==> src/rtl/m68k_bus_master.sv <==
// 68000-style bus-cycle initiator for the MCU/shifter bus.
//
// Stands in for the CPU: runs word/byte read and write cycles (half-states S0..S7 with
// wait states), terminates them on DTACK_N, BERR_N or VPA_N, grants the bus on BR_N, and
// generates the 6800 E clock together with VMA_N. It is paced by the MCU phase strobes:
// S0/S2/S4/S6 begin on mhz8_en1_i (ph_rise) and S1/S3/S5/S7 begin on mhz8_en2_i (ph_fall).
//
// Ports
//   clk32_i, reset_i          32 MHz clock, asynchronous active-high reset
//   mhz8_en1_i, mhz8_en2_i    one-clk32 CPU-clock rise/fall strobes
//   req_*_i                   user request (sampled only when idle at ph_rise)
//   ack_o, berr_o, rdata_o    completion pulse, bus-error flag, read data
//   busy_o                    bus cycle or bus grant in progress
//   as_n_o .. vma_n_o         68000 bus strobes
//   fc_o, a_o, dout_o         function code, word address, write data
//   din_i                     read data from the bus
//   dtack_n_i, berr_n_i,
//   vpa_n_i, br_n_i           termination and bus-request inputs
//   bg_n_o                    bus grant
//   e_o                       6800 enable clock (6 low, 4 high CPU clocks)
module m68k_bus_master (
    input  logic        clk32_i,
    input  logic        reset_i,
    input  logic        mhz8_en1_i,
    input  logic        mhz8_en2_i,
    input  logic        req_i,
    input  logic        req_we_i,
    input  logic [22:0] req_addr_i,
    input  logic        req_uds_i,
    input  logic        req_lds_i,
    input  logic [2:0]  req_fc_i,
    input  logic [15:0] req_wdata_i,
    output logic        ack_o,
    output logic        berr_o,
    output logic [15:0] rdata_o,
    output logic        busy_o,
    output logic        as_n_o,
    output logic        uds_n_o,
    output logic        lds_n_o,
    output logic        rw_o,
    output logic        vma_n_o,
    output logic [2:0]  fc_o,
    output logic [22:0] a_o,
    output logic [15:0] dout_o,
    input  logic [15:0] din_i,
    input  logic        dtack_n_i,
    input  logic        berr_n_i,
    input  logic        vpa_n_i,
    input  logic        br_n_i,
    output logic        bg_n_o,
    output logic        e_o
);

    typedef enum logic [3:0] {
        StIdle,
        StS0,
        StS1,
        StS2,
        StS3,
        StS4,
        StWait,
        StS5,
        StS6,
        StS7,
        StEWait,
        StGrant
    } state_e;

    state_e      state_q;

    // Latched request fields
    logic        we_q;
    logic        uds_q;
    logic        lds_q;
    logic [15:0] wdata_q;

    // Registered outputs
    logic        ack_q;
    logic        berr_q;
    logic [15:0] rdata_q;
    logic        busy_q;
    logic        as_n_q;
    logic        uds_n_q;
    logic        lds_n_q;
    logic        rw_q;
    logic        vma_n_q;
    logic [2:0]  fc_q;
    logic [22:0] a_q;
    logic [15:0] dout_q;
    logic        bg_n_q;

    // E clock: free-running 0..9 count of ph_fall strobes
    logic [3:0]  ecnt_q;
    logic [3:0]  ecnt_nxt;
    logic        e_q;

    always_comb begin
        ecnt_nxt = (ecnt_q == 4'd9) ? 4'd0 : ecnt_q + 4'd1;
    end

    always_ff @(posedge clk32_i or posedge reset_i) begin
        if (reset_i) begin
            state_q <= StIdle;
            we_q    <= 1'b0;
            uds_q   <= 1'b0;
            lds_q   <= 1'b0;
            wdata_q <= 16'h0000;
            ack_q   <= 1'b0;
            berr_q  <= 1'b0;
            rdata_q <= 16'h0000;
            busy_q  <= 1'b0;
            as_n_q  <= 1'b1;
            uds_n_q <= 1'b1;
            lds_n_q <= 1'b1;
            rw_q    <= 1'b1;
            vma_n_q <= 1'b1;
            fc_q    <= 3'd0;
            a_q     <= 23'd0;
            dout_q  <= 16'h0000;
            bg_n_q  <= 1'b1;
            ecnt_q  <= 4'd0;
            e_q     <= 1'b0;
        end else begin
            ack_q <= 1'b0;

            if (mhz8_en2_i) begin
                ecnt_q <= ecnt_nxt;
                e_q    <= (ecnt_nxt >= 4'd6);
            end

            unique case (state_q)
                StIdle: begin
                    if (mhz8_en1_i) begin
                        // Bus request wins over a pending user request
                        if (!br_n_i) begin
                            bg_n_q  <= 1'b0;
                            busy_q  <= 1'b1;
                            state_q <= StGrant;
                        end else if (req_i) begin
                            we_q    <= req_we_i;
                            uds_q   <= req_uds_i;
                            lds_q   <= req_lds_i;
                            wdata_q <= req_wdata_i;
                            a_q     <= req_addr_i;
                            fc_q    <= req_fc_i;
                            rw_q    <= ~req_we_i;
                            busy_q  <= 1'b1;
                            state_q <= StS0;
                        end
                    end
                end
                StS0: begin
                    if (mhz8_en2_i) state_q <= StS1;
                end
                StS1: begin
                    if (mhz8_en1_i) begin
                        as_n_q <= 1'b0;
                        // Reads assert the data strobes together with AS_N
                        if (!we_q) begin
                            uds_n_q <= ~uds_q;
                            lds_n_q <= ~lds_q;
                        end
                        state_q <= StS2;
                    end
                end
                StS2: begin
                    if (mhz8_en2_i) begin
                        if (we_q) dout_q <= wdata_q;
                        state_q <= StS3;
                    end
                end
                StS3: begin
                    if (mhz8_en1_i) begin
                        if (we_q) begin
                            uds_n_q <= ~uds_q;
                            lds_n_q <= ~lds_q;
                        end
                        state_q <= StS4;
                    end
                end
                StS4, StWait: begin
                    // Termination sampled at each ph_fall; none low means one more wait state
                    if (mhz8_en2_i) begin
                        if (!berr_n_i) begin
                            berr_q  <= 1'b1;
                            state_q <= StS5;
                        end else if (!dtack_n_i) begin
                            berr_q  <= 1'b0;
                            state_q <= StS5;
                        end else if (!vpa_n_i) begin
                            berr_q  <= 1'b0;
                            state_q <= StEWait;
                        end else begin
                            state_q <= StWait;
                        end
                    end
                end
                StS5: begin
                    if (mhz8_en1_i) state_q <= StS6;
                end
                StS6: begin
                    if (mhz8_en2_i) begin
                        if (!we_q && !berr_q) rdata_q <= din_i;
                        as_n_q  <= 1'b1;
                        uds_n_q <= 1'b1;
                        lds_n_q <= 1'b1;
                        state_q <= StS7;
                    end
                end
                StS7: begin
                    if (mhz8_en1_i) begin
                        ack_q   <= 1'b1;
                        rw_q    <= 1'b1;
                        busy_q  <= 1'b0;
                        state_q <= StIdle;
                    end
                end
                StEWait: begin
                    // VMA_N goes low at the first ph_rise with count 2; the cycle then
                    // ends on the ph_fall where E falls (count wraps 9 -> 0).
                    if (mhz8_en1_i && vma_n_q && (ecnt_q == 4'd2)) begin
                        vma_n_q <= 1'b0;
                    end
                    if (mhz8_en2_i && !vma_n_q && (ecnt_q == 4'd9)) begin
                        if (!we_q) rdata_q <= din_i;
                        as_n_q  <= 1'b1;
                        uds_n_q <= 1'b1;
                        lds_n_q <= 1'b1;
                        vma_n_q <= 1'b1;
                        state_q <= StS7;
                    end
                end
                StGrant: begin
                    if (mhz8_en1_i && br_n_i) begin
                        bg_n_q  <= 1'b1;
                        busy_q  <= 1'b0;
                        state_q <= StIdle;
                    end
                end
                default: begin
                    state_q <= StIdle;
                end
            endcase
        end
    end

    assign ack_o   = ack_q;
    assign berr_o  = berr_q;
    assign rdata_o = rdata_q;
    assign busy_o  = busy_q;
    assign as_n_o  = as_n_q;
    assign uds_n_o = uds_n_q;
    assign lds_n_o = lds_n_q;
    assign rw_o    = rw_q;
    assign vma_n_o = vma_n_q;
    assign fc_o    = fc_q;
    assign a_o     = a_q;
    assign dout_o  = dout_q;
    assign bg_n_o  = bg_n_q;
    assign e_o     = e_q;

endmodule
==> config.mk <==
export PLATFORM = sky130hd
export DESIGN_NAME = m68k_bus_master
export DESIGN_NICKNAME = d
export VERILOG_FILES = /design/src/rtl/m68k_bus_master.sv
export SDC_FILE = /design/constraint.sdc
export NUM_CORES = 1
export LEC_CHECK = 0
export ABC_AREA = 1
export BUFFER_PORTS_ARGS = -buffer_cell sky130_fd_sc_hd__buf_2
export CAP_MARGIN = 30
export CORE_MARGIN = 3
export CORE_UTILIZATION = 50
export DETAILED_ROUTE_END_ITERATION = 6
export PLACE_DENSITY = 0.79
export SYNTH_ARGS = -nofsm -noshare
export SYNTH_HDL_FRONTEND = slang
export SYNTH_SLANG_ARGS = --single-unit
==> constraint.sdc <==
create_clock -name clk32_i -period 4.32 [get_ports clk32_i]
set_clock_uncertainty 0.1 [all_clocks]
set_input_delay 0.864 -clock clk32_i [delete_from_list [all_inputs] [get_ports clk32_i]]
set_output_delay 0.864 -clock clk32_i [all_outputs]
set_load 0.05 [all_outputs]
# ---- Word level (Yosys, flattened, before mapping)
# Cells that the tools add are included.
dict set report word_totals {
  reg_bits 95
  input_bits 70
  output_inout_bits 68
  word_cells 145
}
dict set report op_classes {
  add_sub_neg 1
  magnitude_cmp 1
  eq_ne 33
  mux 58
  bitwise 3
  n_reduce_logical 29
}
# op count
set op_table {}
lappend op_table {{$mux 4} 17}
lappend op_table {{$mux 16} 4}
lappend op_table {{$pmux 4 s11} 1}
lappend op_table {{$ne 2x2->1 const B} 18}
lappend op_table {{$pmux 16 s2} 1}
lappend op_table {{$mux 1} 29}
lappend op_table {{$eq 4x4->1 const B} 5}
lappend op_table {{$eq 4x3->1 const B} 4}
lappend op_table {{$reduce_and 5->1} 3}
lappend op_table {{$eq 4x2->1 const B} 3}
lappend op_table {{$reduce_and 12->1} 1}
lappend op_table {{$reduce_and 4->1} 3}
lappend op_table {{$pmux 1 s4} 2}
lappend op_table {{$reduce_bool 2->1} 4}
lappend op_table {{$reduce_and 7->1} 1}
lappend op_table {{$logic_and 1x1->1} 6}
lappend op_table {{$ne 3x3->1 const B} 2}
lappend op_table {{$pmux 1 s3} 2}
lappend op_table {{$reduce_and 3->1} 2}
lappend op_table {{$reduce_bool 3->1} 2}
lappend op_table {{$add 4x1->4 const B} 1}
lappend op_table {{$eq 4x1->1 const B} 1}
lappend op_table {{$ge 4x3->1 const B} 1}
lappend op_table {{$logic_not 4->1} 1}
lappend op_table {{other kinds (6)} 11}

# ---- Depth between registers and ports, before layout
dict set report logic_depth {
  depth_word 5
  mapped_depth 10
  depth_no_buf 10
}

# ---- Worst setup path after synthesis
# No wires, ideal clock.
dict set report synth_path {
  kind {input port to flip-flop}
  start {input mhz8_en2_i}
  end {register rdata_q[0], in the netlist rdata_o[0]}
  setup_time_ns 0.120
  t_arrival_ns 1.753
  required_ns 4.100
  path_slack_ns 2.347
  stages 9
  n_path_buf 2
  path_cell_list {buf_4 inv_2 nor2_1 nand3_1 nand2_2 nand4_4 buf_6 nand2_1 o21ai_2}
}
dict set report synth_between {
  elab_chain_cells 4
  elab_cells_between_ends 5
  cone_classes {2 x eq/ne; 3 x reduce/logical}
}
# element line
set synth_rtl {}
lappend synth_rtl {{start: declaration} 25} ;# input logic mhz8_en2_i,
lappend synth_rtl {{$logic_and 1x1->1 (2 in a row)} 224} ;# if (mhz8_en2_i && !vma_n_q && (ecnt_q == 4'd9)) begin
lappend synth_rtl {{$ne 2x2->1 (no line)} n/a}
lappend synth_rtl {{$reduce_and 5->1 (no line) *} n/a}
lappend synth_rtl {{end signal: assignment} 203} ;# if (!we_q && !berr_q) rdata_q <= din_i;
lappend synth_rtl {{end signal: assignment} 225} ;# if (!we_q) rdata_q <= din_i;
lappend synth_rtl {{end: declaration} 80} ;# logic [15:0] rdata_q;
# Every way passes the cells marked *; elsewhere a longest branch is shown, timed or not.
# A chain may end at the register's enable or synchronous reset.

# ---- Final worst setup path
dict set report layout_path {
  start {register state_q[0]}
  end {register rw_q, in the netlist rw_o}
}
dict set report layout_between {
  elab_chain_cells 3
  elab_cells_between_ends 9
  cone_classes {5 x eq/ne; 1 x mux; 3 x reduce/logical}
}
# element line
set layout_rtl {}
lappend layout_rtl {{start: declaration} 69} ;# state_e state_q;
lappend layout_rtl {{start signal: assignment} 103} ;# state_q <= StIdle;
lappend layout_rtl {{start signal: assignment} 138} ;# state_q <= StGrant;
lappend layout_rtl {{start signal: assignment} 148} ;# state_q <= StS0;
lappend layout_rtl {{$eq 4x4->1 or $logic_not 4->1 (tied branches)} 131} ;# unique case (state_q)
lappend layout_rtl {{$ne 2x2->1 (no line) or $reduce_bool 2->1 (tied branches)} n/a}
lappend layout_rtl {{$reduce_and 5->1 (no line)} n/a}
lappend layout_rtl {{end signal: assignment} 146} ;# rw_q <= ~req_we_i;
lappend layout_rtl {{end: declaration} 85} ;# logic rw_q;
# Several ways; a longest one is shown, not always the timed one.

==> results_dict.tcl <==
set metrics [dict create \
    finalMaxSlewViolations 0 \
    yosysTopAreaCell "dfrtp_1" \
    first_pass_iters 5 \
    avgViaCountPerCell 4.96 \
    first_global_vias 3594 \
    insertedDiodeCount 0 \
    cts_hold_buf 0 \
    setup-tns-final_ns 0 \
    pwr-share-comb 0.517 \
    synth_area_leaders "dfrtp_1 54%, nand2_1 16%, o21ai_0 4.3%" \
    synth.cell_area_mm2 0.00416 \
    ys_ff_latch 95 \
    p_switching_mw 2.31 \
    synth_nets 543 \
    ant_nets 0 \
    ctsResizeCount 0 \
    setup.worst_path.end "rw_o" \
    port_buffers 137 \
    wirelength_um 9390 \
    syn_to_final_growth_pct 21.5 \
    crit_chain "nor2_2 -> nand2_1 -> inv_2 -> nand2_2 -> inv_2 -> nand2_1 -> a21boi_0" \
    p_leak_nw 2.82 \
    worstSetupStartpointType "flop" \
    setup_viol 0 \
    seq_power_share 0.355 \
    final.min_clock_period_ns 2.63 \
    fin_crit_sh 0.609 \
    r2r_slack_ns 1.69 \
    critical_path_arrival_ns 2.81 \
    run_status "completed" \
    yosysUniqueCellTypes 30 \
    num_vias 3537 \
    clock-sinks 95 \
    hold_ws_ns 0.377 \
    multi_input_area_mm2 0.00143 \
    finalPower_mw 4.41 \
    end_kind "flop" \
    slew_headroom 0.393 \
    dp_hpwl_um 6910 \
    cp_slowest_cell "inv_2" \
    crit_type "flop to flop" \
    yosysSeqAreaShare 0.574 \
    hp-class "flop to flop" \
    wl_per_cell_um 13.2 \
    synth_top_area_frac 0.536 \
    cp_max_fo 62 \
    rr_endpoint "rw_o" \
    cts_made_buffers 9 \
    seq_area_mm2 0.00238 \
    slowest_delay_ns 0.80 \
    intPower_mw 2.10 \
    fillCellCount 703 \
    layout_common_cells "172 x nand2_1, 137 x buf_2, 89 x dfrtp_1, 47 x inv_1, 36 x o21ai_0" \
    grt_start_max_net_pins 68 \
    max_freq_mhz 380 \
    p_clk_frac 0.127 \
    nets 676 \
    root_buffer "clkbuf_8" \
    hold_violations 0 \
    cts_tree "done" \
    fin_area_mm2 0.00505 \
    htreeDepth 3 \
    antenna_found_initial 0 \
    r2r_cells 7 \
    clkTransAtPathRegs_ns 0.09 \
    grt_use_total 0.206 \
    cts_max_path_buffers 2 \
    synth.avg_cell_area_um2 8.78 \
    die_w_um 97.2 \
    grt_pass1_wl_um 16200 \
    crit_start "state_q[0]" \
    drive_gt1_frac 0.318 \
    required_ns 4.50 \
    dieArea_mm2 0.00944 \
    timing.rr.start "state_q[0]" \
    tightest_slew_ns 0.909 \
    layout_commonest_cell "nand2_1" \
    drv_cap 0 \
    insertion_delay_ns 0.35 \
    ir_drop_mv 0.484 \
    core_mm2 0.00789 \
    overflow 0 \
    die_h_um 97.2 \
    ys.warnings.count 0 \
    place_congestion 0.946 \
    synthCells 473 \
    netSwitchingFraction 0.524 \
    initial_core_util 0.527 \
    io_pins 138 \
    postCtsSetupBuffers 0 \
    rows 32 \
    initialDrtViolationCount 165 \
    place_area_mm2 0.00486 \
    rsz0062_at_grt "false" \
    drc 0 \
    p_per_area_mw_per_mm2 874 \
]
worst max-delay path, delay by kind of cell (launching register included):
kind | cells | cell delay [ns]
AO/OA/AOI/OAI | 1 | 0.17
AND/OR/NAND/NOR | 4 | 0.85
buffers and inverters | 2 | 0.91
flip-flops | 1 | 0.53
how the worst min path moves through the flow:
stage	from	end	slack [ns]	cells after the start
floorplan	lds_q	lds_q	0.35	2
finish	uds_n_o	uds_n_o	0.38	2
global placement	uds_n_o	uds_n_o	0.35	2
global route	bg_n_o	bg_n_o	0.40	2
CTS	lds_n_o	lds_n_o	0.37	2
detailed placement	lds_n_o	lds_n_o	0.36	2
cell families (layout without fill, tap and decap cells):
kind of cell / count (synthesis) / in the layout / share of synthesized area
AO/OA/AOI/OAI: 75 / 75 / 0.102
XOR/XNOR: 2 / 2 / 0.00422
buffers and inverters: 72 / 210 / 0.0816
flip-flops: 95 / 95 / 0.574
AND/OR/NAND/NOR: 229 / 229 / 0.238
state kept, by name (all words and copies together), names as in the netlist, 3 cells and up:
name / flops
ecnt_q: 4
a_o: 23
dout_o: 16
rdata_o: 16
fc_o: 3
state_q: 4
wdata_q: 16
area by class of cell:
type | instances | share of cell area
Inverter | 55 | 0.0414
Sequential cell | 95 | 0.472
Clock inverter | 6 | 0.00991
Multi-Input combinational cell | 306 | 0.284
Timing Repair Buffer | 139 | 0.140
Tap cell | 102 | 0.0253
Clock buffer | 10 | 0.0273
power by group through the flow:
stage | Sequential, mW | Combinational, mW | Clock (mW)
CTS | 1.57 | 2.30 | 0.574
global route | 1.62 | 2.47 | 0.621
detailed placement | 1.58 | 2.30 | 0
global placement | 1.57 | 2.24 | 0
floorplan | 2.56 | 0.774 | 0
finish | 1.57 | 2.28 | 0.561
routing by layer:
layer | GRT usage | part of all wire
met1 | 0.257 | 0.42
met2 | 0.349 | 0.50
met3 | 0.0359 | 0.059
met4 | 0.0940 | 0.027
met5 | 0 | 0
synth_stat cells, drive strengths merged:
cell type / instances
a21boi: 1
dfrtp: 89
clkbuf: 3
nand4: 5
nor2: 20
nand2: 179
buf: 14
o21ai: 65
o21bai: 1
dfstp: 6
clkinv: 1
nand3: 20
inv: 54
a21oi: 5
nor3: 5
o211ai: 1
xor2: 2
o31ai: 2
per-stage QoR:
| step | cells | setup slack [ns] | util |
|---|---|---|---|
| final | 713 | 1.69 | 0.640 |
| after global routing | 713 | 1.43 | 0.640 |
| after CTS | 713 | 1.67 | 0.640 |
| after detailed placement | 697 | 1.46 | 0.616 |
| after global placement | 696 | 1.52 | 0.614 |
| after floorplan | 473 | 0.889 | - |
Power figures use the tool's default switching activity.
